[config.mk]
export PLATFORM = sky130hd
export DESIGN_NAME = mochila_mailbox
export DESIGN_NICKNAME = d
export VERILOG_FILES = /design/src/rtl/mochila_mailbox.sv
export SDC_FILE = /design/constraint.sdc
export NUM_CORES = 1
export LEC_CHECK = 0
export CAP_MARGIN = 10
export CORE_UTILIZATION = 55
export DETAILED_ROUTE_END_ITERATION = 8
export PLACE_DENSITY = 0.76
export REMOVE_ABC_BUFFERS = 1
export SLEW_MARGIN = 20
export SYNTH_ARGS = -nofsm -noshare
export SYNTH_HDL_FRONTEND = slang
export SYNTH_SLANG_ARGS = --single-unit
[constraint.sdc]
create_clock -name clk_i -period 4.4 [get_ports clk_i]
set_input_delay 0.66 -clock clk_i [delete_from_list [all_inputs] [get_ports clk_i]]
set_output_delay 0.66 -clock clk_i [all_outputs]
set_load 0.01 [all_outputs]
[src/rtl/mochila_mailbox.sv]
// Memory-mapped RX/TX FIFO mailbox with an OBI slave port and stream sides.
// Optional RX threshold interrupt is built when MOCHILA_MAILBOX_IRQ_EN is defined.
package mochila_mailbox_pkg;

    typedef struct packed {
        logic        req;
        logic        we;
        logic [3:0]  be;
        logic [31:0] addr;
        logic [31:0] wdata;
    } obi_req_t;

    typedef struct packed {
        logic        gnt;
        logic        rvalid;
        logic [31:0] rdata;
    } obi_resp_t;

endpackage

module mochila_mailbox
    import mochila_mailbox_pkg::*;
#(
    parameter int DEPTH = 8
) (
    input  logic        clk_i,
    input  logic        rst_i,
    input  obi_req_t    slave_req_i,
    output obi_resp_t   slave_resp_o,
    input  logic        rx_valid_i,
    output logic        rx_ready_o,
    input  logic [31:0] rx_data_i,
    output logic        tx_valid_o,
    input  logic        tx_ready_i,
    output logic [31:0] tx_data_o,
    output logic        irq_o
);

    localparam int AW = (DEPTH > 1) ? $clog2(DEPTH) : 1;
    localparam logic [4:0] FULL_CNT = 5'(DEPTH);

    logic [31:0]   rx_mem_q [DEPTH];
    logic [31:0]   tx_mem_q [DEPTH];
    logic [AW-1:0] rx_wptr_q, rx_wptr_d, rx_rptr_q, rx_rptr_d;
    logic [AW-1:0] tx_wptr_q, tx_wptr_d, tx_rptr_q, tx_rptr_d;
    logic [4:0]    rx_count_q, rx_count_d, tx_count_q, tx_count_d;
    logic          tx_ovf_q, tx_ovf_d, rx_udf_q, rx_udf_d;
    logic          rvalid_q, rvalid_d;
    logic [31:0]   rdata_q, rdata_d;

    logic          gnt, wr, rd;
    logic          hit_tx, hit_rx, hit_status, hit_ctrl, hit_thresh;
    logic          rx_full, rx_empty, tx_full, tx_empty;
    logic          rx_push, rx_pop, rx_clr, tx_push, tx_pop, tx_clr;
    logic [31:0]   tx_wdata;
    logic          irq_en;
    logic [4:0]    thresh;
    logic          unused_bits;

    assign unused_bits = ^{slave_req_i.addr[31:5], slave_req_i.addr[1:0]};

    assign gnt = slave_req_i.req & ~rst_i;
    assign wr  = gnt & slave_req_i.we;
    assign rd  = gnt & ~slave_req_i.we;

    always_comb begin
        hit_tx     = 1'b0;
        hit_rx     = 1'b0;
        hit_status = 1'b0;
        hit_ctrl   = 1'b0;
        hit_thresh = 1'b0;
        case (slave_req_i.addr[4:2])
            3'd0:    hit_tx     = 1'b1;
            3'd1:    hit_rx     = 1'b1;
            3'd2:    hit_status = 1'b1;
            3'd3:    hit_ctrl   = 1'b1;
            3'd4:    hit_thresh = 1'b1;
            default: ;
        endcase
    end

    assign rx_full  = (rx_count_q == FULL_CNT);
    assign rx_empty = (rx_count_q == 5'd0);
    assign tx_full  = (tx_count_q == FULL_CNT);
    assign tx_empty = (tx_count_q == 5'd0);

    assign rx_ready_o = ~rx_full & ~rst_i;
    assign tx_valid_o = ~tx_empty & ~rst_i;
    assign tx_data_o  = tx_mem_q[tx_rptr_q];

    assign rx_push = rx_valid_i & rx_ready_o;
    assign rx_pop  = rd & hit_rx & ~rx_empty;
    assign rx_clr  = wr & hit_ctrl & slave_req_i.be[0] & slave_req_i.wdata[1];
    assign tx_push = wr & hit_tx & ~tx_full;
    assign tx_pop  = tx_valid_o & tx_ready_i;
    assign tx_clr  = wr & hit_ctrl & slave_req_i.be[0] & slave_req_i.wdata[0];

    always_comb begin
        for (int b = 0; b < 4; b++) begin
            tx_wdata[b*8 +: 8] = slave_req_i.be[b] ? slave_req_i.wdata[b*8 +: 8] : 8'h00;
        end
    end

    // A flush overrides any push/pop landing in the same cycle.
    always_comb begin
        rx_wptr_d  = rx_wptr_q + AW'(rx_push);
        rx_rptr_d  = rx_rptr_q + AW'(rx_pop);
        rx_count_d = rx_count_q + {4'd0, rx_push} - {4'd0, rx_pop};
        if (rx_clr) begin
            rx_wptr_d  = '0;
            rx_rptr_d  = '0;
            rx_count_d = '0;
        end
        tx_wptr_d  = tx_wptr_q + AW'(tx_push);
        tx_rptr_d  = tx_rptr_q + AW'(tx_pop);
        tx_count_d = tx_count_q + {4'd0, tx_push} - {4'd0, tx_pop};
        if (tx_clr) begin
            tx_wptr_d  = '0;
            tx_rptr_d  = '0;
            tx_count_d = '0;
        end
    end

    always_comb begin
        tx_ovf_d = tx_ovf_q;
        rx_udf_d = rx_udf_q;
        if (wr & hit_tx & tx_full)
            tx_ovf_d = 1'b1;
        if (rd & hit_rx & rx_empty)
            rx_udf_d = 1'b1;
        if (wr & hit_status & slave_req_i.be[3]) begin
            if (slave_req_i.wdata[24])
                tx_ovf_d = 1'b0;
            if (slave_req_i.wdata[25])
                rx_udf_d = 1'b0;
        end
    end

    always_comb begin
        rvalid_d = gnt;
        rdata_d  = '0;
        if (rd) begin
            case (1'b1)
                hit_rx:     rdata_d = rx_empty ? 32'd0 : rx_mem_q[rx_rptr_q];
                hit_status: rdata_d = {6'd0, rx_udf_q, tx_ovf_q, 6'd0, rx_empty,
                                       tx_full, 3'd0, rx_count_q, 3'd0, tx_count_q};
                hit_ctrl:   rdata_d = {29'd0, irq_en, 2'b00};
                hit_thresh: rdata_d = {27'd0, thresh};
                default:    rdata_d = '0;
            endcase
        end
    end

    always_ff @(posedge clk_i) begin
        if (rst_i) begin
            rx_wptr_q  <= '0;
            rx_rptr_q  <= '0;
            rx_count_q <= '0;
            tx_wptr_q  <= '0;
            tx_rptr_q  <= '0;
            tx_count_q <= '0;
            tx_ovf_q   <= 1'b0;
            rx_udf_q   <= 1'b0;
            rvalid_q   <= 1'b0;
            rdata_q    <= '0;
        end else begin
            rx_wptr_q  <= rx_wptr_d;
            rx_rptr_q  <= rx_rptr_d;
            rx_count_q <= rx_count_d;
            tx_wptr_q  <= tx_wptr_d;
            tx_rptr_q  <= tx_rptr_d;
            tx_count_q <= tx_count_d;
            tx_ovf_q   <= tx_ovf_d;
            rx_udf_q   <= rx_udf_d;
            rvalid_q   <= rvalid_d;
            rdata_q    <= rdata_d;
        end
    end

    always_ff @(posedge clk_i) begin
        if (rx_push)
            rx_mem_q[rx_wptr_q] <= rx_data_i;
        if (tx_push)
            tx_mem_q[tx_wptr_q] <= tx_wdata;
    end

`ifdef MOCHILA_MAILBOX_IRQ_EN
    logic       irq_en_q, irq_en_d;
    logic [4:0] thresh_q, thresh_d;
    logic       irq_q, irq_d;

    always_comb begin
        irq_en_d = irq_en_q;
        thresh_d = thresh_q;
        if (wr & slave_req_i.be[0]) begin
            if (hit_ctrl)
                irq_en_d = slave_req_i.wdata[2];
            if (hit_thresh)
                thresh_d = slave_req_i.wdata[4:0];
        end
        irq_d = irq_en_q & (thresh_q != 5'd0) & (rx_count_q >= thresh_q);
    end

    always_ff @(posedge clk_i) begin
        if (rst_i) begin
            irq_en_q <= 1'b0;
            thresh_q <= '0;
            irq_q    <= 1'b0;
        end else begin
            irq_en_q <= irq_en_d;
            thresh_q <= thresh_d;
            irq_q    <= irq_d;
        end
    end

    assign irq_en = irq_en_q;
    assign thresh = thresh_q;
    assign irq_o  = irq_q & ~rst_i;
`else
    assign irq_en = 1'b0;
    assign thresh = 5'd0;
    assign irq_o  = 1'b0;
`endif

    // Outputs are forced quiet during reset, hiding any in-flight response.
    assign slave_resp_o.gnt    = gnt;
    assign slave_resp_o.rvalid = rvalid_q & ~rst_i;
    assign slave_resp_o.rdata  = rst_i ? 32'd0 : rdata_q;

endmodule

# Word level (Yosys, flattened, before mapping)
# Memory sizes are Yosys's and may differ from the RTL's. A register that Yosys moved wholly into a read port is not among the register bits.
# Cells that the tools add are included.
word_totals:
  reg_bits: 57
  ramBits: 512
  inputBits: 106
  out_inout_bits: 69
  wordCells: 82
  mem_count: 2
memory_table:
  columns: ["name", "depth", "width", "read_ports", "rd_ports_with_merged_regs", "write_ports", "line_no", "rtl"]
  rows:
  - ["rx_mem_q", 8, 32, 1, 1, 1, "42", "logic [31:0] rx_mem_q [DEPTH];"]
  - ["tx_mem_q", 8, 32, 1, 1, 1, "43", "logic [31:0] tx_mem_q [DEPTH];"]
op_classes:
  n_addsub: 8
  n_eq_ne: 5
  muxes: 24
  bitwise: 27
  reduce_logical: 6
op_table:
  columns: ["cell", "n"]
  rows:
  - ["$mux 32", 3]
  - ["$mux 8", 4]
  - ["$mux 26", 1]
  - ["$and 1x1->1", 20]
  - ["$mux 1", 14]
  - ["$add 3x1->3", 4]
  - ["$add 5x1->5", 2]
  - ["$eq 5x4->1 const B", 2]
  - ["$logic_not 5->1", 2]
  - ["$sub 5x1->5", 2]
  - ["$not 1->1", 7]
  - ["$eq 3x2->1 const B", 2]
  - ["$mux 3", 2]
  - ["$reduce_or 2->1", 3]
  - ["$eq 3x1->1 const B", 1]
  - ["$logic_not 3->1", 1]

# Longest topological paths before layout
# Gate-level depths: netlist (run 1).
depth:
  word_depth: 8
  depth_mapped: 15
  mapped_depth_nobuf: 14

# Worst setup path before layout (run 1)
# Ideal clock, no wire load.
synth_path:
  path_kind: "input-to-reg"
  startpoint: "input rst_i"
  endpoint: "memory rx_mem_q[1][0], enable pin"
  setup_ns: 0.461
  arrival_time_ns: 3.410
  required_time_ns: 3.939
  setup_slack_ns: 0.529
  path_stages: 3
  n_path_buf: 0
  cell_sequence: "a211oi_1 nand2_1 nor3_1"
synth_between:
  elab_chain_cells: 5
synth_rtl:
  columns: ["element", "line_no", "rtl"]
  rows:
  - ["start: declaration", "27", "input logic rst_i,"]
  - ["$not 1->1", "87", "assign rx_ready_o = ~rx_full & ~rst_i;"]
  - ["$and 1x1->1", "87", null]
  - ["$and 1x1->1", "91", "assign rx_push = rx_valid_i & rx_ready_o;"]
  - ["$mux 1", "181", "if (rx_push)"]
  - ["$mux 1 (implied by the code)", "182", "rx_mem_q[rx_wptr_q] <= rx_data_i;"]
  - ["end: declaration", "42", null]
# No other way between the ends.

==> results of run 1 <==
## cell usage in the layout, fill, tap and decap left out, types with 3 or more instances in the layout
cell,netlist,layout
edfxtp_1,512,512
clkdlybuf4s50_1,0,143
mux4_2,93,93
clkbuf_16,0,57
dfxtp_1,57,51
and2_1,44,44
mux4_1,35,35
nor2b_1,33,33
mux2_2,32,32
mux2i_1,32,32
nor2_1,42,30
buf_4,8,28
ha_1,22,22
inv_1,18,18
nand2_1,18,18
clkinv_2,1,14
clkbuf_1,12,14
clkinv_1,0,13
nor2_4,0,12
o21ai_0,11,11
a21oi_1,10,10
xnor2_1,8,8
nand2b_1,7,7
o21ai_1,5,5
buf_12,0,5
nor3_1,6,4
a21o_1,4,4
dfxtp_2,0,4
a211oi_1,3,3
nor3_4,0,3
## layout make-up
cell class	count	area, um2
repair buffers	177	1747
flip-flops and latches	569	16530
multi-input cells	426	5333
fillers	2643	13610
inverters	19	72.57
clock inverters	29	181.4
well taps	525	656.9
diodes	1	2.502
clock buffers	73	1506
## critical path, cell delays in order, from the launching register on
cell             delay (ns)
dfxtp_4                0.54
buf_4                  0.41
mux4_1                 0.60
mux2_2                 0.31
clkdlybuf4s50_1        0.49
## metal layers
metal	wire length (um)	global-route usage	vias to the layer above
met5	14	0	-
met4	776	0.04968	2
met3	2182	0.03918	65
met2	21740	0.3624	273
met1	17320	0.2738	5400
li1	-	-	4651
## worst min path at each step
| stage | cells past startpoint | from | slack, ns | to |
|---|---|---|---|---|
| floorplan | 2 | tx_ovf_q$_SDFF_PP0_ | 0.43 | rdata_q[24]$_SDFF_PP0_ |
| detailed placement | 2 | rx_udf_q$_SDFF_PP0_ | 0.49 | rdata_q[25]$_SDFF_PP0_ |
| global placement | 2 | rx_udf_q$_SDFF_PP0_ | 0.49 | rdata_q[25]$_SDFF_PP0_ |
| global route | 2 | rx_udf_q$_SDFF_PP0_ | 0.53 | rdata_q[25]$_SDFF_PP0_ |
| finish | 2 | rx_udf_q$_SDFF_PP0_ | 0.49 | rdata_q[25]$_SDFF_PP0_ |
| CTS | 2 | rx_udf_q$_SDFF_PP0_ | 0.49 | rdata_q[25]$_SDFF_PP0_ |
## Yosys cell counts (all sizes together)
cell type / count / area [um2]
edfxtp: 512 / 15370
mux4: 128 / 3014
dfxtp: 57 / 1141
and2: 44 / 275.3
nor2: 42 / 157.7
buf: 33 / 222.7
nor2b: 33 / 206.5
mux2: 32 / 360.4
mux2i: 32 / 320.3
ha: 22 / 275.3
nand2: 19 / 78.82
inv: 18 / 67.56
o21ai: 16 / 80.07
clkbuf: 13 / 50.04
a21oi: 10 / 50.05
nand2b: 9 / 71.32
nor3: 9 / 60.06
xnor2: 8 / 70.07
a21o: 4 / 30.03
a211oi: 3 / 22.52
or3: 3 / 23.77
fa: 2 / 40.04
xor2: 2 / 17.52
a31oi: 1 / 6.260
clkinv: 1 / 5.000
conb: 1 / 3.750
nand3: 1 / 5.000
nand3b: 1 / 7.510
nor3b: 1 / 7.510
nor4: 1 / 12.51
nor4b: 1 / 8.760
or3b: 1 / 8.760
## state kept, by name, indices dropped and copies added, names as in the netlist
register,cells
tx_ovf_q,1
rx_wptr_q,3
rx_udf_q,1
tx_count_q,5
rx_rptr_q,3
rvalid_q,1
rx_mem_q,256
rdata_q,32
rx_count_q,5
tx_rptr_q,3
tx_wptr_q,3
tx_mem_q,256
## power breakdown
part / leakage [nW] / internal (mW) / switching [mW]
sequential: 5.11 / 5.98 / 0.0740
combinational: 2.38 / 0.520 / 0.437
clock: 0.833 / 2.51 / 1.87
total: 8.33 / 9.00 / 2.38
## cell families after synthesis
kind of cell / after synthesis
other: 1
AND/OR/NAND/NOR: 165
XOR/XNOR: 10
buffers and inverters: 65
flip-flops: 569
adder cells (fa/ha/maj): 24
multiplexers: 192
AO/OA/AOI/OAI: 34
==> out/results.tsv, run 1 <==
metric	value	unit
status	finished clean	
vias in the first global route	10960	
slew at the pin closest to its max-slew limit	1.083	ns
via/cell ratio	5.712	
first-pass GRT wire length	63890	um
critical path startpoint	tx_rptr_q[0]$_SDFF_PP0_	
post-detail-place hpwl	24730	um
Worst-path clk slew	0.06	ns
CTS sink cnt	569	
fin crit share	0.8129	
CTS tree	yes	
pre-CTS setup slack	0.7156	ns
Synth cell types	42	
Post-CTS Hold Buffers	0	
Finished Cell Area	26030	um2
synthesis-to-finish area growth	17.91	%
Final Non-Filler Cells	1819	
Reg2Reg Launch Point	tx_count_q[2]$_SDFF_PP0_	
multiplexer area fraction after synthesis	0.1674	
# DRC	0	
Overall Power	11.38	mW
fin. max-slew vios	0	
fin util	0.6566	
Setup WS post-layout	0.8233	ns
initial DRC count	657	
grt ovf	0	
Core ar.	39640	um2
largest net degree at the start of global routing	45	
XOR/XNOR Fraction of Synth Area	0.003968	
setup TNS	0	ns
nets	1378	
FF-to-FF setup slack	1.27	ns
Yosys reg bits	569	
critical setup path kind	flop to primary output	
Hold WS	0.4912	ns
I/O pins	175	
H-Tree Depth	2	
RePlAce Congestion	0.7529	
Crit Path Max Fanout	19	
clock latency on the worst-skew pair	0.57	ns
First-pass DRT Iterations	7	
row count	73	
compound-cell area share of the yosys netlist	0.008559	
R2R Path End	tx_count_q[4]$_SDFF_PP0_	
sequential area share after synthesis	0.7482	
Max-Cap Viols	0	
Peak VDD IR	0.0003938	V
Clock Skews	0.01340	ns
Die Height	202.3	um
GR Util All Layers	0.2086	
crit path to	tx_data_o[23]	
post-synthesis cell area	22070	um2
root buffer selected by CTS	clkbuf_16	
WP data arrival	2.92	ns
CTS buffer count	55	
Initial Utilization	0.5569	
share of cells above drive strength 1	0.2034	
WL/cell	23.11	um
Hold Fails Final Rpt	0	
IO Port Bufs	144	
initial antenna violation count	2	
# setup viols final	0	
Max-slew headroom	0.2778	
adder and majority gate portion of the synthesized area	0.01428	
combinational family with the most area after synthesis	multiplexers	
chip width	202.3	um
Startpoint Class	flop	
vias	10390	
Antenna Nets Post-Route	0	
Clock Path Buffers	3	
Crit. End Element	primary output	
placed insts	1716	
fmax	279.6	MHz
Synth Area in Simple Gates	0.04183	
Min Clock Period, post-route	3.577	ns
Ys Warns	0	
r2r worst-path depth	12	
Post-Route WL	42030	um
Worst Path Required	3.74	ns
Setup Buffers After CTS	0	
Pleak	8.328	nW
RSZ-0062 raised after global routing	false	
post-cts sizing count	0	
post-synthesis cell count	1060	
Hold Path Class	flop to flop	
Pwr Density	437.3	nW/um2
post-synthesis area per instance	20.83	um2
area of placed instances	24330	um2
Die Area	40940	um2
Power figures use the tool's default switching activity.
==> run 2: changes to the inputs <==
Settings changed: CORE_UTILIZATION 55 to 52, PLACE_DENSITY 0.76 to 0.75.
Clock period 4.4 ns to 3 ns, I/O delays scaled along.
==> run 2 against run 1 <==
  * Clock skew up 0.0026 ns
  * Global-route usage up 0.18 points
  * Power up 50%
  * Design area up 2.2%
  * Register-to-register slack worse by 1.2 ns
  * Sequential power up 46%
  * Critical path depth unchanged
  * Final cell count up 2.3%
  * Sequential cell count unchanged
  * Worst setup slack worse by 0.77 ns
==> out/results.tsv, run 2 (same netlist as run 1, synthesis figures left out) <==
metric	value	unit
status	finished clean	
Peak VDD IR	0.0004995	V
largest net degree at the start of global routing	47	
H-Tree Depth	2	
Die Area	43280	um2
Hold WS	0.3795	ns
critical setup path kind	flop to primary output	
Antenna Nets Post-Route	0	
WL/cell	23.82	um
fmax	339.0	MHz
Finished Cell Area	26600	um2
root buffer selected by CTS	clkbuf_16	
critical path startpoint	tx_rptr_q[0]$_SDFF_PP0_	
crit path to	tx_data_o[29]	
CTS tree	yes	
initial antenna violation count	0	
Worst Path Required	2.55	ns
crit path cell chain	buf_12 -> mux4_1 -> mux2_2 -> clkdlybuf4s50_1	
slew at the pin closest to its max-slew limit	0.7759	ns
RSZ-0062 raised after global routing	true	
initial DRC count	696	
Hold Fails Final Rpt	0	
commonest non-fill, non-tap cell in the layout	edfxtp_1	
IO Port Bufs	144	
Max-Cap Viols	0	
nets	1407	
# setup viols final	0	
vias	10620	
synthesis-to-finish area growth	20.49	%
first-pass GRT wire length	67500	um
commonest non-fill, non-tap cells in the layout	edfxtp_1, clkdlybuf4s50_1, mux4_2, clkbuf_16, dfxtp_1	
Min Clock Period, post-route	2.950	ns
chip width	208.0	um
post-detail-place hpwl	25460	um
Fill cells	2841	
Final Non-Filler Cells	1861	
Pleak	8.674	nW
CTS buffer count	55	
Pwr Density	641.6	nW/um2
clock latency on the worst-skew pair	0.60	ns
Core ar.	41950	um2
Startpoint Class	flop	
Die Height	208.0	um
Antenna diodes	0	
R2R Path End	tx_count_q[4]$_SDFF_PP0_	
FF-to-FF setup slack	0.12	ns
grt ovf	0	
row count	75	
placed insts	1755	
Critical-path top delay cell	mux4_1	
setup TNS	0	ns
vias in the first global route	11470	
Initial Utilization	0.5263	
Post-Route WL	44320	um
fin crit share	0.9833	
Crit Path Max Fanout	10	
via/cell ratio	5.706	
largest registers	rx_mem_q (256), tx_mem_q (256), rdata_q (32)	
share of cells above drive strength 1	0.2239	
fin. max-slew vios	0	
area of placed instances	24770	um2
# DRC	0	
Max-slew headroom	0.4828	
Crit. End Element	primary output	
Hold Path Class	input port to flop	
Clock Path Buffers	3	
Worst-path clk slew	0.06	ns
CTS sink cnt	569	
First-pass DRT Iterations	5	
Clock Skews	0.01599	ns
I/O pins	175	
slowest stage delay, CP	0.54	ns
FF/Latch Area	16530	um2
GR Util All Layers	0.2104	
WP data arrival	2.50	ns
r2r worst-path depth	13	
Multi-input gate area	5325	um2
RePlAce Congestion	0.7603	
Reg2Reg Launch Point	tx_count_q[2]$_SDFF_PP0_	
Overall Power	17.07	mW
-- run 2: cell types whose count changed in the layout (fill, tap and decap cells not counted), moves of 7 or more --
cell | previous run | this run
clkdlybuf4s50_1 | 143 | 113
buf_12 | 5 | 24
dlymetal6s2s_1 | 0 | 10
dlygate4sd2_1 | 0 | 20
clkbuf_1 | 14 | 21
buf_4 | 28 | 35
-- run 2: worst min path at each step --
stage | endpoint | startpoint | cells past startpoint | slack [ns]
after global routing | tx_ovf_q$_SDFF_PP0_ | rst_i | 3 | 0.40
after global placement | rdata_q[24]$_SDFF_PP0_ | tx_ovf_q$_SDFF_PP0_ | 2 | 0.45
final | tx_ovf_q$_SDFF_PP0_ | rst_i | 3 | 0.38
after floorplan | rdata_q[24]$_SDFF_PP0_ | tx_ovf_q$_SDFF_PP0_ | 2 | 0.43
after CTS | tx_ovf_q$_SDFF_PP0_ | rst_i | 3 | 0.35
after detailed placement | rdata_q[24]$_SDFF_PP0_ | tx_ovf_q$_SDFF_PP0_ | 2 | 0.45
-- run 2: through the flow --
| step | setup slack (ns) | util |
|---|---|---|
| after global routing | -0.003143 | 0.6341 |
| after CTS | -0.1421 | 0.6320 |
| after floorplan | -0.8050 | - |
| final | 0.05003 | 0.6341 |
| after global placement | -0.3720 | 0.5906 |
| after detailed placement | -0.4005 | 0.5906 |
-- run 2: report_power, final --
part,internal [mW],switching [mW]
Clock,3.91,2.76
Combinational,0.837,0.718
Sequential,8.76,0.0826
-- run 2: layout make-up --
type / count / area share
well taps: 539 / 0.02536
flip-flops and latches: 569 / 0.6215
inverters: 19 / 0.002728
clock buffers: 85 / 0.06021
repair buffers: 206 / 0.08434
clock inverters: 17 / 0.005692
multi-input cells: 426 / 0.2002
-- run 2: critical path, delay by kind of cell (launching register included) --
family	cells	cell delay (ns)
buf+inv	2	0.65
flops	1	0.43
mux	2	0.81
-- run 2: repair_timing --
| item | CTS | global route |
|---|---|---|
| hold buffers | 0 | 0 |
| pin swaps | 0 | 1 |
| buffers inserted | 0 | 3 |
| setup endpoints to repair | 32 | 13 |
| hold endpoints to repair | 0 | 0 |
| cloned | 0 | 1 |
| gates resized for setup | 23 | 17 |
-- run 2: per-layer routing --
layer / vias up / wire [um] / track usage
met3: 68 / 2660 / 0.04091
li1: 4708 / - / -
met5: - / 0 / 0
met1: 5514 / 17470 / 0.2629
met2: 329 / 23220 / 0.3720
met4: 0 / 976 / 0.06488
